<file path="config.mk">
export PLATFORM = sky130hd
export DESIGN_NAME = ram_access_arbiter
export DESIGN_NICKNAME = d
export VERILOG_FILES = /design/src/rtl/ram_access_arbiter.sv
export SDC_FILE = /design/constraint.sdc
export NUM_CORES = 1
export LEC_CHECK = 0
export CAP_MARGIN = 20
export CORE_MARGIN = 3
export CORE_UTILIZATION = 53
export DETAILED_ROUTE_END_ITERATION = 10
export DONT_BUFFER_PORTS = 1
export GPL_TIMING_DRIVEN = 0
export HOLD_SLACK_MARGIN = 0.06
export MAX_ROUTING_LAYER = met4
export PLACE_DENSITY = 0.77
export SLEW_MARGIN = 20
export SYNTH_ARGS = -nofsm -noshare
export SYNTH_HDL_FRONTEND = slang
export SYNTH_SLANG_ARGS = --single-unit
</file>
<file path="constraint.sdc">
create_clock -name iSCLK -period 2.7 [get_ports iSCLK]
set_input_delay 0.135 -clock iSCLK [delete_from_list [all_inputs] [get_ports iSCLK]]
set_output_delay 0.135 -clock iSCLK [all_outputs]
set_load 0.005 [all_outputs]
</file>
<file path="src/rtl/ram_access_arbiter.sv">
// ram_access_arbiter: two-requester round-robin RAM arbiter with burst limiting and tagged read return
module ram_access_arbiter #(
   parameter int pAdrsWidth = 16,
   parameter int pDqWidth   = 16,
   parameter int pRdLatency = 2,
   parameter int pMaxBurst  = 4
)(
   input  logic                    iSCLK,
   input  logic                    inSRST,
   input  logic                    iEn,
   input  logic [1:0]              iReq,
   input  logic [1:0]              iWe,
   input  logic [2*pAdrsWidth-1:0] iAdrs,
   input  logic [2*pDqWidth-1:0]   iWd,
   output logic [1:0]              oAck,
   output logic [pDqWidth-1:0]     oRd,
   output logic [1:0]              oRdVd,
   output logic                    oRamEn,
   output logic                    oRamWe,
   output logic [pAdrsWidth-1:0]   oRamAdrs,
   output logic [pDqWidth-1:0]     oRamWd,
   input  logic [pDqWidth-1:0]     iRamRd,
   output logic                    oBusy
);
   localparam logic [3:0] lMaxBurst = 4'(pMaxBurst);
   logic ptr, last, grant, win, hold;
   logic [1:0] elig;
   logic [3:0] cnt, cntNext;
   logic [pRdLatency-1:0][1:0] tag;
   // Pick a winner; the burst owner keeps the slot across its own ack cycle while it still requests
   always_comb begin
      elig = iEn ? iReq & ~oAck : 2'b00;
      hold = oAck[ptr] & iReq[ptr] & (cnt < lMaxBurst);
      grant = &elig ? ptr : elig[1];
      win = |elig & ~hold;
      cntNext = (grant == last && cnt != 4'd0) ? (cnt == 4'd15 ? cnt : cnt + 4'd1) : 4'd1;
   end
   // Register the RAM command, the ack pulse and the burst/pointer state
   always_ff @(posedge iSCLK or negedge inSRST) begin
      if (!inSRST) begin
         oAck <= 2'b00;
         oRamEn <= 1'b0;
         oRamWe <= 1'b0;
         oRamAdrs <= '0;
         oRamWd <= '0;
         ptr <= 1'b0;
         last <= 1'b0;
         cnt <= 4'd0;
      end else begin
         oAck <= win ? (grant ? 2'b10 : 2'b01) : 2'b00;
         oRamEn <= win;
         if (win) begin
            oRamWe <= iWe[grant];
            oRamAdrs <= grant ? iAdrs[2*pAdrsWidth-1 -: pAdrsWidth] : iAdrs[pAdrsWidth-1:0];
            oRamWd <= grant ? iWd[2*pDqWidth-1 -: pDqWidth] : iWd[pDqWidth-1:0];
            cnt <= cntNext;
            last <= grant;
            ptr <= (cntNext >= lMaxBurst) ? ~grant : grant;
         end
      end
   end
   // Read tags ride a shift register alongside the RAM latency; the ack of the issue cycle names the owner
   always_ff @(posedge iSCLK or negedge inSRST) begin
      if (!inSRST) begin
         tag <= '0;
         oRdVd <= 2'b00;
         oRd <= '0;
      end else begin
         tag[0] <= oRamWe ? 2'b00 : oAck;
         for (int k = 1; k < pRdLatency; k++) tag[k] <= tag[k-1];
         oRdVd <= tag[pRdLatency-1];
         oRd <= iRamRd;
      end
   end
   assign oBusy = oRamEn | (|tag) | (|oRdVd);
endmodule

</file>
# Yosys cells after proc, flatten, opt, wreduce, memory -nomap -nowiden

Index checks and enable logic that the tools add are counted.

Equal/unequal tests: 2
Bitwise gates (word level): 9
Reduce and logical (&&, ||, !) cells: 6
Add/subtract/negate cells: 1
Order comparisons: 4
Multiplexer cells: 16

Operators by type and width:

| kind                                                                   | count |
|---|---|
| 16-bit 2-to-1 mux                                                      | 2 |
| 1-bit 2-to-1 mux                                                       | 8 |
| 2-bit 2-to-1 mux                                                       | 4 |
| 4-bit 2-to-1 mux                                                       | 2 |
| 4-bit by 1-bit adder with 4-bit output (second input constant)         | 1 |
| 4-bit == test (second input constant)                                  | 1 |
| 4-bit by 3-bit >= comparator with 1-bit output (second input constant) | 1 |
| 1-bit by 2-bit < comparator with 1-bit output (second input constant)  | 2 |
| 4-bit by 3-bit < comparator with 1-bit output (second input constant)  | 1 |
| 4-bit nonzero test                                                     | 1 |
| 2-bit OR reduction                                                     | 2 |
| 4-bit OR reduction                                                     | 1 |
| 1-bit AND                                                              | 3 |
| 2-bit AND                                                              | 1 |
| 1-bit NOT                                                              | 2 |
| 2-bit NOT                                                              | 1 |
| 1-bit bitwise OR                                                       | 2 |
| 2-bit AND reduction                                                    | 1 |
| 1-bit == test                                                          | 1 |
| 1-bit logical AND                                                      | 1 |

Word-level logic and storage cells: 50
Flip-flop bits (word level): 64
Input port bits: 87

# Depth between registers and ports, before layout

Gate-level depths: netlist of run 1.

Depth after elaboration: 10
Gate-level depth with buffers: 7
Mapped depth without buffers: 6

# Worst setup path before layout of run 1

Ideal clock, no wire load.

Kind: register -> register
Start point: register cnt[0]
End point: register ptr
Data arrival time: 1.391 ns
Clock period less this slack: 1.514 ns
Slack: 1.186 ns
Buffers on the path: 0
Required time: 2.577 ns
Cell stages (with the launch flop): 7
Cells stage by stage: dfrtp_1 ha_1 inv_1 nor3_1 a2111oi_2 mux2i_1 a21oi_1

Word-level cells in the longest chain between the ends: 5
Elaborated cells on any way between the ends: 12
Classes of those cells: add/sub (1); order compare (2); eq/ne (1); mux (3); bitwise (3); reduce/logical (2)

Ends and longest elaborated chain:

| what                                                           | RTL line | RTL |
|---|---|---|
| from (decl)                                                    | 28       | `logic [3:0] cnt, cntNext;` |
| from (signal assigned)                                         | 56       | `cnt <= cntNext;` |
| 4-bit by 1-bit adder with 4-bit output (tied with other cells) | 36       | `cntNext = (grant == last && cnt != 4'd0) ? (cnt == 4'd15 ? cnt : cnt + 4'd1) : 4'd1;` |
| 4-bit 2-to-1 mux or 1-bit logical AND (tied branches)          | 36       |  |
| 4-bit 2-to-1 mux                                               | 36       |  |
| 4-bit by 3-bit >= comparator with 1-bit output                 | 58       | `ptr <= (cntNext >= lMaxBurst) ? ~grant : grant;` |
| 1-bit 2-to-1 mux                                               | 58       |  |
| to (signal assigned)                                           | 58       |  |
| to (decl)                                                      | 26       | `logic ptr, last, grant, win, hold;` |

Several ways; a longest one is shown, not always the timed one.
A chain may end at the register's enable or synchronous reset.

# Worst setup path in the final report of run 1

Start point: register oAck[0]
End point: register oRamWd[6]

Word-level cells in the longest chain between the ends: 6
Elaborated cells on any way between the ends: 13
Classes of those cells: mux (5); bitwise (6); reduce/logical (2)

Ends and longest elaborated chain:

| what                                             | RTL line | RTL |
|---|---|---|
| from (decl)                                      | 15       | `output logic [1:0] oAck,` |
| from (signal assigned)                           | 50       | `oAck <= win ? (grant ? 2'b10 : 2'b01) : 2'b00;` |
| 2-bit NOT or 1-bit 2-to-1 mux (tied branches)    | 32, 33   |  |
| 2-bit AND or 1-bit 2-to-1 mux (tied branches)    | 32, 33   |  |
| 2-bit 2-to-1 mux or 1-bit AND (tied branches)    | 32, 33   |  |
| 2-bit AND reduction or 1-bit AND (tied branches) | 34, 33   |  |
| 1-bit 2-to-1 mux or 1-bit NOT (tied branches)    | 34, 35   |  |
| 16-bit 2-to-1 mux or 1-bit AND (tied branches)   | 55, 35   |  |
| to (signal assigned)                             | 55       | `oRamWd <= grant ? iWd[2*pDqWidth-1 -: pDqWidth] : iWd[pDqWidth-1:0];` |
| to (decl)                                        | 21       | `output logic [pDqWidth-1:0] oRamWd,` |

Several ways; a longest one is shown, not always the timed one. The select of a mux whose other input is x is not followed.

==> report_table.html, run 1 <==
<table>
<tr><th>Metric</th><th>Value</th></tr>
<tr><th colspan="2">Power</th></tr>
<tr><td>Design internal power</td><td>2020 uW</td></tr>
<tr><td>Switching power summed over all nets</td><td>861 uW</td></tr>
<tr><td>VDD IR max</td><td>0.000443 V</td></tr>
<tr><td>Final Power</td><td>2880 uW</td></tr>
<tr><td>PD cells</td><td>755 nW/um^2</td></tr>
<tr><td>Net switching fraction of the power</td><td>29.8%</td></tr>
<tr><td>Share of power burned in combinational logic</td><td>23.9%</td></tr>
<tr><td>Static power due to leakage</td><td>0.00164 uW</td></tr>
<tr><td>Part of the total power dissipated in sequential elements</td><td>46.4%</td></tr>
<tr><td>Clock Power Share</td><td>29.6%</td></tr>
<tr><th colspan="2">Placement</th></tr>
<tr><td>Count of input and output buffers</td><td>0</td></tr>
<tr><td>HPWL after detailed placement</td><td>4130 um</td></tr>
<tr><td>Worst slack at placement</td><td>1.05 ns</td></tr>
<tr><td>Global placement routability congestion</td><td>0.725</td></tr>
<tr><td>Number of placed instances with taps included</td><td>288</td></tr>
<tr><th colspan="2">Die</th></tr>
<tr><td>Initial core utilization</td><td>55.8%</td></tr>
<tr><td>Chip width</td><td>77.2 um</td></tr>
<tr><td>Total I/O pin count</td><td>142</td></tr>
<tr><td>Number of placement rows</td><td>25</td></tr>
<tr><td>Std-Cell Core Area</td><td>4820 sq um</td></tr>
<tr><td>Vertical die dimension</td><td>77.2 um</td></tr>
<tr><td>Die footprint</td><td>5960 sq um</td></tr>
<tr><th colspan="2">Logic synthesis</th></tr>
<tr><td>Portion of synthesized cell area occupied by the leading cell type</td><td>59.6%</td></tr>
<tr><td>Top cells by instance count after synthesis</td><td>64 x sky130_fd_sc_hd__dfrtp_1, 38 x sky130_fd_sc_hd__a21oi_1, 35 x sky130_fd_sc_hd__mux2i_1, 35 x sky130_fd_sc_hd__nor2_1, 5 x sky130_fd_sc_hd__inv_1</td></tr>
<tr><td>Dominant synthesized flop cell</td><td>sky130_fd_sc_hd__dfrtp_1</td></tr>
<tr><td>Most area-hungry cell type in the Yosys netlist</td><td>sky130_fd_sc_hd__dfrtp_1</td></tr>
<tr><td>FF+latch count, synth</td><td>64</td></tr>
<tr><td>Leading cell types by total area after synthesis</td><td>sky130_fd_sc_hd__dfrtp_1 60%, sky130_fd_sc_hd__mux2i_1 13%, sky130_fd_sc_hd__a21oi_1 7.1%</td></tr>
<tr><td>Post-synth EDFFs</td><td>0</td></tr>
<tr><td>Post-synth cell types</td><td>30</td></tr>
<tr><td>Async set or reset register ratio after synthesis</td><td>100%</td></tr>
<tr><td>Most frequent cell after synthesis</td><td>sky130_fd_sc_hd__dfrtp_1</td></tr>
<tr><td>Number of nets in the synthesized netlist</td><td>310</td></tr>
<tr><td>Post-synth design cell area</td><td>2690 sq um</td></tr>
<tr><td>Post-synthesis area per instance</td><td>12.2 sq um</td></tr>
<tr><td>Number of instances in the synthesized netlist</td><td>221</td></tr>
<tr><td>Portion of the post-synthesis area used by sequential elements</td><td>59.6%</td></tr>
<tr><td>Yosys warnings</td><td>0</td></tr>
<tr><th colspan="2">Layout</th></tr>
<tr><td>Total Nets Final</td><td>404</td></tr>
<tr><td>Area added between synthesis and finish</td><td>42.2%</td></tr>
<tr><td>Antenna diode instance count</td><td>0</td></tr>
<tr><td>Share of layout cells above drive strength 1</td><td>10.3%</td></tr>
<tr><td>Final instance count without filler cells</td><td>386</td></tr>
<tr><th colspan="2">STA</th></tr>
<tr><td>Hold Violations, Final</td><td>0</td></tr>
<tr><td>Final worst-path cycle share</td><td>81.4%</td></tr>
<tr><td>Shortest clock period the worst path allows after layout</td><td>2.20 ns</td></tr>
<tr><td>Setup TNS</td><td>0 ns</td></tr>
<tr><td>Pins Over Slew Limit</td><td>0</td></tr>
<tr><td>Worst rel slew slack</td><td>75.0%</td></tr>
<tr><td>Final setup violation count</td><td>0</td></tr>
<tr><td>Highest clock frequency the design can meet</td><td>455 MHz</td></tr>
<tr><td>Pin slew with the least headroom to its limit</td><td>0.374 ns</td></tr>
<tr><td>Final critical-path setup slack</td><td>0.502 ns</td></tr>
<tr><td>Clock tree skew after final layout</td><td>0.00897 ns</td></tr>
<tr><td>Unrepaired setup endpoints after global routing</td><td>false</td></tr>
<tr><th colspan="2">Critical path</th></tr>
<tr><td>Most repeated library cell on the critical path</td><td>sky130_fd_sc_hd__buf_12</td></tr>
<tr><td>Nature of the critical path endpoint</td><td>register</td></tr>
<tr><td>Top Family by Delay on Critical Path</td><td>buffers and inverters</td></tr>
<tr><td>Worst path bufs/invs</td><td>3</td></tr>
<tr><td>Reg2reg path depth</td><td>6</td></tr>
<tr><td>CP Data Required Time</td><td>2.93 ns</td></tr>
<tr><td>Critical path launch point type</td><td>register</td></tr>
<tr><td>Maximum fanout count along the critical path</td><td>10</td></tr>
<tr><td>Capture instance of the worst register-to-register path</td><td>oRamWd[6]</td></tr>
<tr><td>FF-to-FF setup slack</td><td>0.50 ns</td></tr>
<tr><td>Largest stage delay on the critical path</td><td>0.56 ns</td></tr>
<tr><td>Crit Path Class</td><td>register to register</td></tr>
<tr><td>Cell type of the slowest stage on the worst timing path</td><td>sky130_fd_sc_hd__dlygate4sd3_1</td></tr>
<tr><td>Worst reg2reg path startpoint</td><td>oAck[0]</td></tr>
<tr><td>Cell breakdown of the critical path</td><td>o311a_4 &gt; buf_12 &gt; buf_12 &gt; mux2i_1 &gt; dlygate4sd3_1 &gt; a21oi_1</td></tr>
<tr><td>Arr. time, crit path</td><td>2.43 ns</td></tr>
<tr><th colspan="2">Hold path</th></tr>
<tr><td>Beginning of the worst hold path</td><td>iWe[0]</td></tr>
<tr><td>Endpoint, Worst Hold</td><td>oRamWe</td></tr>
<tr><td>Hold crit path type</td><td>input port to register</td></tr>
<tr><td>Depth of the worst hold-timing path</td><td>2</td></tr>
<tr><th colspan="2">Clock network</th></tr>
<tr><td>Number of clock buffers inserted by TritonCTS</td><td>9</td></tr>
<tr><td>TritonCTS clock tree</td><td>yes</td></tr>
<tr><td>Skew-Pair Late Insertion Delay</td><td>0.34 ns</td></tr>
<tr><td>Cell at the root of the clock tree</td><td>sky130_fd_sc_hd__clkbuf_8</td></tr>
<tr><td>Number of setup buffers added after CTS</td><td>0</td></tr>
<tr><td>TritonCTS Sinks</td><td>64</td></tr>
<tr><td>Post-CTS clock slew at the launch and capture registers of the worst setup and hold paths</td><td>0.07 ns</td></tr>
<tr><td>Bufs on Longest Clock Path</td><td>2</td></tr>
<tr><td>H-tree depth</td><td>3</td></tr>
<tr><th colspan="2">Detailed routing</th></tr>
<tr><td>Post-DR vias/cell</td><td>5.49</td></tr>
<tr><td>Iter 0 DRT Violations</td><td>63</td></tr>
<tr><td>Total wire length after detailed routing</td><td>7760 um</td></tr>
<tr><td>Routed len/inst</td><td>20.1 um</td></tr>
<tr><td>Number of remaining DRC errors</td><td>0</td></tr>
<tr><td>Antenna Violating Nets Remaining</td><td>0</td></tr>
<tr><td>Number of search-and-repair iterations in the first detailed-routing pass</td><td>4</td></tr>
<tr><td>Total number of vias</td><td>2,118</td></tr>
<tr><th colspan="2">Global route</th></tr>
<tr><td>Vias in the first global route</td><td>2,355</td></tr>
<tr><td>Wire length of the first global-routing pass</td><td>12,500 um</td></tr>
<tr><td>Gr usage total</td><td>28.3%</td></tr>
<tr><td>Largest net degree at the start of global routing</td><td>65</td></tr>
<tr><td>Antenna violations before repair</td><td>0</td></tr>
<tr><td>Total global routing overflow</td><td>0</td></tr>
<tr><th colspan="2">Outcome</th></tr>
<tr><td>Status</td><td>finished clean</td></tr>
<tr><th colspan="2">Flow run</th></tr>
<tr><td>Max-cap check violation count</td><td>0</td></tr>
</table>
-- worst max path at each step --
| stage | slack (ns) | end | depth (start not counted) | from |
|---|---|---|---|---|
| after floorplan | 1.19 | ptr | 6 | cnt[0] |
| after global placement | 1.08 | ptr | 6 | cnt[1] |
| after detailed placement | 1.05 | ptr | 6 | cnt[1] |
| after CTS | 0.58 | oRamWd[12] | 7 | oAck[1] |
| after global routing | 0.41 | oRamAdrs[9] | 7 | oAck[1] |
| final | 0.50 | oRamWd[6] | 6 | oAck[0] |
-- cell type report --
| class | instances | area, sq um |
|---|---|---|
| multi-input combinational | 140 | 933 |
| clock inverter | 4 | 70.1 |
| timing repair buffer | 83 | 848 |
| inverter | 5 | 18.8 |
| clock buffer | 11 | 131 |
| buffer | 12 | 135 |
| sequential | 64 | 1600 |
| fill | 283 | 995 |
| tap | 67 | 83.8 |
-- cells in the final DEF (no fill, tap or decap) --
cell type and instances:
sky130_fd_sc_hd__nor3_1 2, sky130_fd_sc_hd__a22o_1 1, sky130_fd_sc_hd__buf_16 1, sky130_fd_sc_hd__xnor2_2 2, sky130_fd_sc_hd__nand2_1 3, sky130_fd_sc_hd__mux2i_1 35
sky130_fd_sc_hd__nor2_1 35, sky130_fd_sc_hd__nor4_1 1, sky130_fd_sc_hd__o21ai_1 1, sky130_fd_sc_hd__ha_1 2, sky130_fd_sc_hd__nand3_1 2, sky130_fd_sc_hd__and2_4 1
sky130_fd_sc_hd__o211ai_1 1, sky130_fd_sc_hd__o21bai_1 1, sky130_fd_sc_hd__dlygate4sd3_1 82, sky130_fd_sc_hd__buf_8 2, sky130_fd_sc_hd__dfrtp_1 64, sky130_fd_sc_hd__and3b_1 1
sky130_fd_sc_hd__and3_1 3, sky130_fd_sc_hd__and4_1 1, sky130_fd_sc_hd__o21ai_2 1, sky130_fd_sc_hd__o21a_1 1, sky130_fd_sc_hd__clkinv_2 2, sky130_fd_sc_hd__a21oi_1 38
sky130_fd_sc_hd__clkbuf_1 2, sky130_fd_sc_hd__nor2b_2 1, sky130_fd_sc_hd__a2111oi_2 1, sky130_fd_sc_hd__buf_2 4, sky130_fd_sc_hd__inv_1 5, sky130_fd_sc_hd__o311a_4 1
sky130_fd_sc_hd__buf_12 2, sky130_fd_sc_hd__clkbuf_8 9, sky130_fd_sc_hd__buf_6 4, sky130_fd_sc_hd__nand4_1 1, sky130_fd_sc_hd__nor2b_1 4, sky130_fd_sc_hd__bufinv_16 2
-- sequential cells by signal, summed over array words and instances (netlist names) --
| name | flops |
|---|---|
| cnt | 4 |
| last | 1 |
| oAck | 2 |
| oRamAdrs | 16 |
| oRamEn | 1 |
| oRamWd | 16 |
| oRamWe | 1 |
| oRd | 16 |
| oRdVd | 2 |
| ptr | 1 |
| tag | 4 |
-- cells by family after synthesis --
logic type      Yosys count  synth area share [%]
mux                      35                  13.0
simple gates             55                  9.45
buf+inv                  17                  5.72
xor+xnor                  2                  1.21
flops                    64                  59.6
compound gates           46                  10.1
fa+ha+maj                 2                 0.931
-- per-stage QoR --
step           util, %  area (sq um)  hold slack [ns]
2_1_floorplan        -          2690           -0.161
3_3_place_gp      57.6          2770           -0.159
3_5_place_dp      57.6          2770           -0.159
4_1_cts           79.4          3820           0.0720
5_1_grt           79.4          3820           0.0658
6_report          79.4          3820           0.0641
-- metal layers --
layer / share of wire (%) / GRT usage (%) / vias to the layer above
li1: - / - / 952
met1: 38 / 32.0 / 1014
met2: 49 / 46.5 / 135
met3: 10 / 10.1 / 17
met4: 2.1 / 10.3 / 0
met5: 0 / - / -
-- power by group through the flow --
stage          Sequential [uW]  Clock, uW  Combinational [uW]
2_1_floorplan             1290          0                 431
5_1_grt                   1360        910                 768
6_report                  1340        855                 691
4_1_cts                   1330        863                 666
3_5_place_dp              1340          0                 515
3_3_place_gp              1340          0                 491
-- repair_timing --
action	in CTS	in global routing
resized for setup	0	0
endpoints found under the setup margin	0	0
hold buffers	83	0
endpoints found under the hold margin	113	0
Power figures use the tool's default switching activity.
==> run 2: changes to the inputs <==
--- a/config.mk
+++ b/config.mk
@@ -13,7 +13,7 @@
 export GPL_TIMING_DRIVEN = 0
 export HOLD_SLACK_MARGIN = 0.06
 export MAX_ROUTING_LAYER = met4
-export PLACE_DENSITY = 0.77
+export PLACE_DENSITY = 0.8
 export SLEW_MARGIN = 20
 export SYNTH_ARGS = -nofsm -noshare
 export SYNTH_HDL_FRONTEND = slang
==> constraint.sdc (replaced) <==
create_clock -name iSCLK -period 1.83 [get_ports iSCLK]
set_input_delay 0.0915 -clock iSCLK [delete_from_list [all_inputs] [get_ports iSCLK]]
set_output_delay 0.0915 -clock iSCLK [all_outputs]
set_load 0.005 [all_outputs]
==> run 2 against run 1 <==
  * Routed wire length decreased by 1.4%
  * Flip-flop and latch count unchanged
  * Design area up 0.85%
  * Sequential power increased by 47%
  * Count of clock-buffer cells in the layout grew 2
  * Global-route usage fell by 0.65 points
  * Final cell count grew 0.78%
  * Clock skew is 0.0024 ns lower
  * Critical path type unchanged
  * Critical endpoint is now ptr
  * Largest power group unchanged
==> report_table.html, run 2 (synthesized netlist as in run 1, its figures left out) <==
<table>
<tr><th>Metric</th><th>Value</th></tr>
<tr><th colspan="2">Outcome</th></tr>
<tr><td>Status</td><td>finished clean</td></tr>
<tr><th colspan="2">STA</th></tr>
<tr><td>Pins Over Slew Limit</td><td>0</td></tr>
<tr><td>Pin slew with the least headroom to its limit</td><td>0.326 ns</td></tr>
<tr><td>Final setup violation count</td><td>0</td></tr>
<tr><td>Hold Violations, Final</td><td>0</td></tr>
<tr><td>Worst rel slew slack</td><td>78.2%</td></tr>
<tr><td>Setup TNS</td><td>0 ns</td></tr>
<tr><td>Highest clock frequency the design can meet</td><td>615 MHz</td></tr>
<tr><td>Final critical-path setup slack</td><td>0.203 ns</td></tr>
<tr><td>Minimum hold slack</td><td>0.150 ns</td></tr>
<tr><td>Clock tree skew after final layout</td><td>0.00654 ns</td></tr>
<tr><td>Final worst-path cycle share</td><td>88.9%</td></tr>
<tr><td>Shortest clock period the worst path allows after layout</td><td>1.63 ns</td></tr>
<tr><td>Unrepaired setup endpoints after global routing</td><td>false</td></tr>
<tr><th colspan="2">Die</th></tr>
<tr><td>Die footprint</td><td>5960 sq um</td></tr>
<tr><td>Vertical die dimension</td><td>77.2 um</td></tr>
<tr><td>Chip width</td><td>77.2 um</td></tr>
<tr><td>Total I/O pin count</td><td>142</td></tr>
<tr><td>Initial core utilization</td><td>55.8%</td></tr>
<tr><td>Number of placement rows</td><td>25</td></tr>
<tr><td>Std-Cell Core Area</td><td>4820 sq um</td></tr>
<tr><th colspan="2">Detailed routing</th></tr>
<tr><td>Met3 wire length</td><td>792 um</td></tr>
<tr><td>Post-DR vias/cell</td><td>5.60</td></tr>
<tr><td>Number of search-and-repair iterations in the first detailed-routing pass</td><td>4</td></tr>
<tr><td>Highest layer used for signal routing</td><td>met4</td></tr>
<tr><td>Number of remaining DRC errors</td><td>0</td></tr>
<tr><td>Total number of vias</td><td>2,180</td></tr>
<tr><td>Iter 0 DRT Violations</td><td>117</td></tr>
<tr><td>Antenna Violating Nets Remaining</td><td>0</td></tr>
<tr><td>Routed metal-1 wirelength</td><td>2830 um</td></tr>
<tr><td>Routed len/inst</td><td>19.7 um</td></tr>
<tr><td>Routed met2 length</td><td>3760 um</td></tr>
<tr><td>Total wire length after detailed routing</td><td>7650 um</td></tr>
<tr><th colspan="2">Global route</th></tr>
<tr><td>Gr usage total</td><td>27.7%</td></tr>
<tr><td>Vias in the first global route</td><td>2,327</td></tr>
<tr><td>Largest net degree at the start of global routing</td><td>65</td></tr>
<tr><td>Antenna violations before repair</td><td>0</td></tr>
<tr><td>Wire length of the first global-routing pass</td><td>12,200 um</td></tr>
<tr><td>Total global routing overflow</td><td>0</td></tr>
<tr><th colspan="2">Layout</th></tr>
<tr><td>Commonest non-fill, non-tap cells in the layout</td><td>84 x sky130_fd_sc_hd__dlygate4sd3_1, 64 x sky130_fd_sc_hd__dfrtp_1, 38 x sky130_fd_sc_hd__a21oi_1, 35 x sky130_fd_sc_hd__nor2_1, 35 x sky130_fd_sc_hd__mux2i_1</td></tr>
<tr><td>Count of fill cells added during filler insertion</td><td>290</td></tr>
<tr><td>Share of layout cells above drive strength 1</td><td>10.2%</td></tr>
<tr><td>Multi-input gate area in the final layout</td><td>933 sq um</td></tr>
<tr><td>Total area of sequential cells</td><td>1600 sq um</td></tr>
<tr><td>Antenna diode instance count</td><td>0</td></tr>
<tr><td>Leading cell type in the layout, fill and taps excluded</td><td>sky130_fd_sc_hd__dlygate4sd3_1</td></tr>
<tr><td>Area added between synthesis and finish</td><td>43.4%</td></tr>
<tr><td>Total Nets Final</td><td>406</td></tr>
<tr><td>Biggest regs</td><td>oRamAdrs: 16 flops, oRamWd: 16 flops, oRd: 16 flops</td></tr>
<tr><th colspan="2">Power</th></tr>
<tr><td>PD cells</td><td>1100 nW/um^2</td></tr>
<tr><td>Static power due to leakage</td><td>0.00165 uW</td></tr>
<tr><td>VDD IR max</td><td>0.000742 V</td></tr>
<tr><th colspan="2">Clock network</th></tr>
<tr><td>Number of gates resized after CTS</td><td>0</td></tr>
<tr><td>Cell at the root of the clock tree</td><td>sky130_fd_sc_hd__clkbuf_8</td></tr>
<tr><td>Skew-Pair Late Insertion Delay</td><td>0.33 ns</td></tr>
<tr><td>TritonCTS Sinks</td><td>64</td></tr>
<tr><td>Post-CTS clock slew at the launch and capture registers of the worst setup and hold paths</td><td>0.07 ns</td></tr>
<tr><td>H-tree depth</td><td>3</td></tr>
<tr><td>TritonCTS clock tree</td><td>yes</td></tr>
<tr><td>Number of clock buffers inserted by TritonCTS</td><td>9</td></tr>
<tr><td>Bufs on Longest Clock Path</td><td>2</td></tr>
<tr><th colspan="2">Critical path</th></tr>
<tr><td>Maximum fanout count along the critical path</td><td>4</td></tr>
<tr><td>Cell type of the slowest stage on the worst timing path</td><td>sky130_fd_sc_hd__dfrtp_1</td></tr>
<tr><td>Crit Path Class</td><td>register to register</td></tr>
<tr><td>Largest stage delay on the critical path</td><td>0.41 ns</td></tr>
<tr><td>Critical path launch point type</td><td>register</td></tr>
<tr><td>Arr. time, crit path</td><td>1.84 ns</td></tr>
<tr><td>Nature of the critical path endpoint</td><td>register</td></tr>
<tr><td>CP Data Required Time</td><td>2.04 ns</td></tr>
<tr><td>Cell breakdown of the critical path</td><td>ha_1 &gt; inv_1 &gt; nor3_1 &gt; a2111oi_2 &gt; mux2i_1 &gt; a21oi_1</td></tr>
<tr><th colspan="2">Placement</th></tr>
<tr><td>Worst slack at placement</td><td>0.188 ns</td></tr>
<tr><td>HPWL after detailed placement</td><td>4050 um</td></tr>
<tr><td>Global placement routability congestion</td><td>0.769</td></tr>
<tr><td>Count of input and output buffers</td><td>0</td></tr>
<tr><th colspan="2">Flow run</th></tr>
<tr><td>Max-cap check violation count</td><td>0</td></tr>
<tr><th colspan="2">Hold path</th></tr>
<tr><td>Hold crit path type</td><td>input port to register</td></tr>
</table>
==> run 2: worst max-delay path, delay by kind of cell, from the launching register on <==
| family | cells | cell delay, ns |
|---|---|---|
| multiplexers | 1 | 0.22 |
| AO/OA/AOI/OAI | 2 | 0.46 |
| flip-flops | 1 | 0.41 |
| buffers and inverters | 1 | 0.11 |
| adder cells (fa/ha/maj) | 1 | 0.24 |
| AND/OR/NAND/NOR | 1 | 0.07 |
==> run 2: metal layers <==
| layer | vias up | track usage, % |
|---|---|---|
| met5 | - | - |
| met4 | 0 | 13.5 |
| li1 | 959 | - |
| met3 | 26 | 9.39 |
| met2 | 144 | 43.3 |
| met1 | 1051 | 32.0 |
==> run 2: area by class of cell <==
type	instances	share of cell area, %
buffer	12	3.51
clock buffer	13	3.86
timing repair buffer	85	22.5
multi-input combinational	140	24.2
clock inverter	3	1.69
inverter	5	0.487
tap	67	2.17
sequential	64	41.5
==> run 2: metrics by stage <==
stage | area (sq um) | cells | power, uW | utilization, %
after floorplan | 2690 | 221 | 2540 | -
after global placement | 2770 | 288 | 2700 | 57.6
after detailed placement | 2770 | 288 | 2740 | 57.6
after CTS | 3850 | 389 | 4230 | 80.0
after global routing | 3850 | 389 | 4480 | 80.0
final | 3850 | 389 | 4250 | 80.0
==> run 2: report_power, final <==
group,switching [uW],internal [uW]
Combinational,466,490
Clock,514,805
Sequential,275,1700
==> run 2: worst paths after layout <==
path                          from           end  slack (ns)  depth (start not counted)
setup / recovery            cnt[1]           ptr        0.20                          6
hold / removal             iReq[0]        cnt[3]        0.15                          4
setup reg to reg            cnt[1]           ptr        0.20                          6
hold reg to reg             tag[1]        tag[3]        0.40                          0
max in group asynchronous   inSRST  oRamAdrs[10]        1.27                          2
min in group asynchronous   inSRST        oRd[8]        0.30                          2
==> run 2: repair_timing <==
item / 4_1_cts / 5_1_grt
hold buffers: 85 / 0
setup buffers: 0 / 0
hold endpoints to repair: 114 / 0
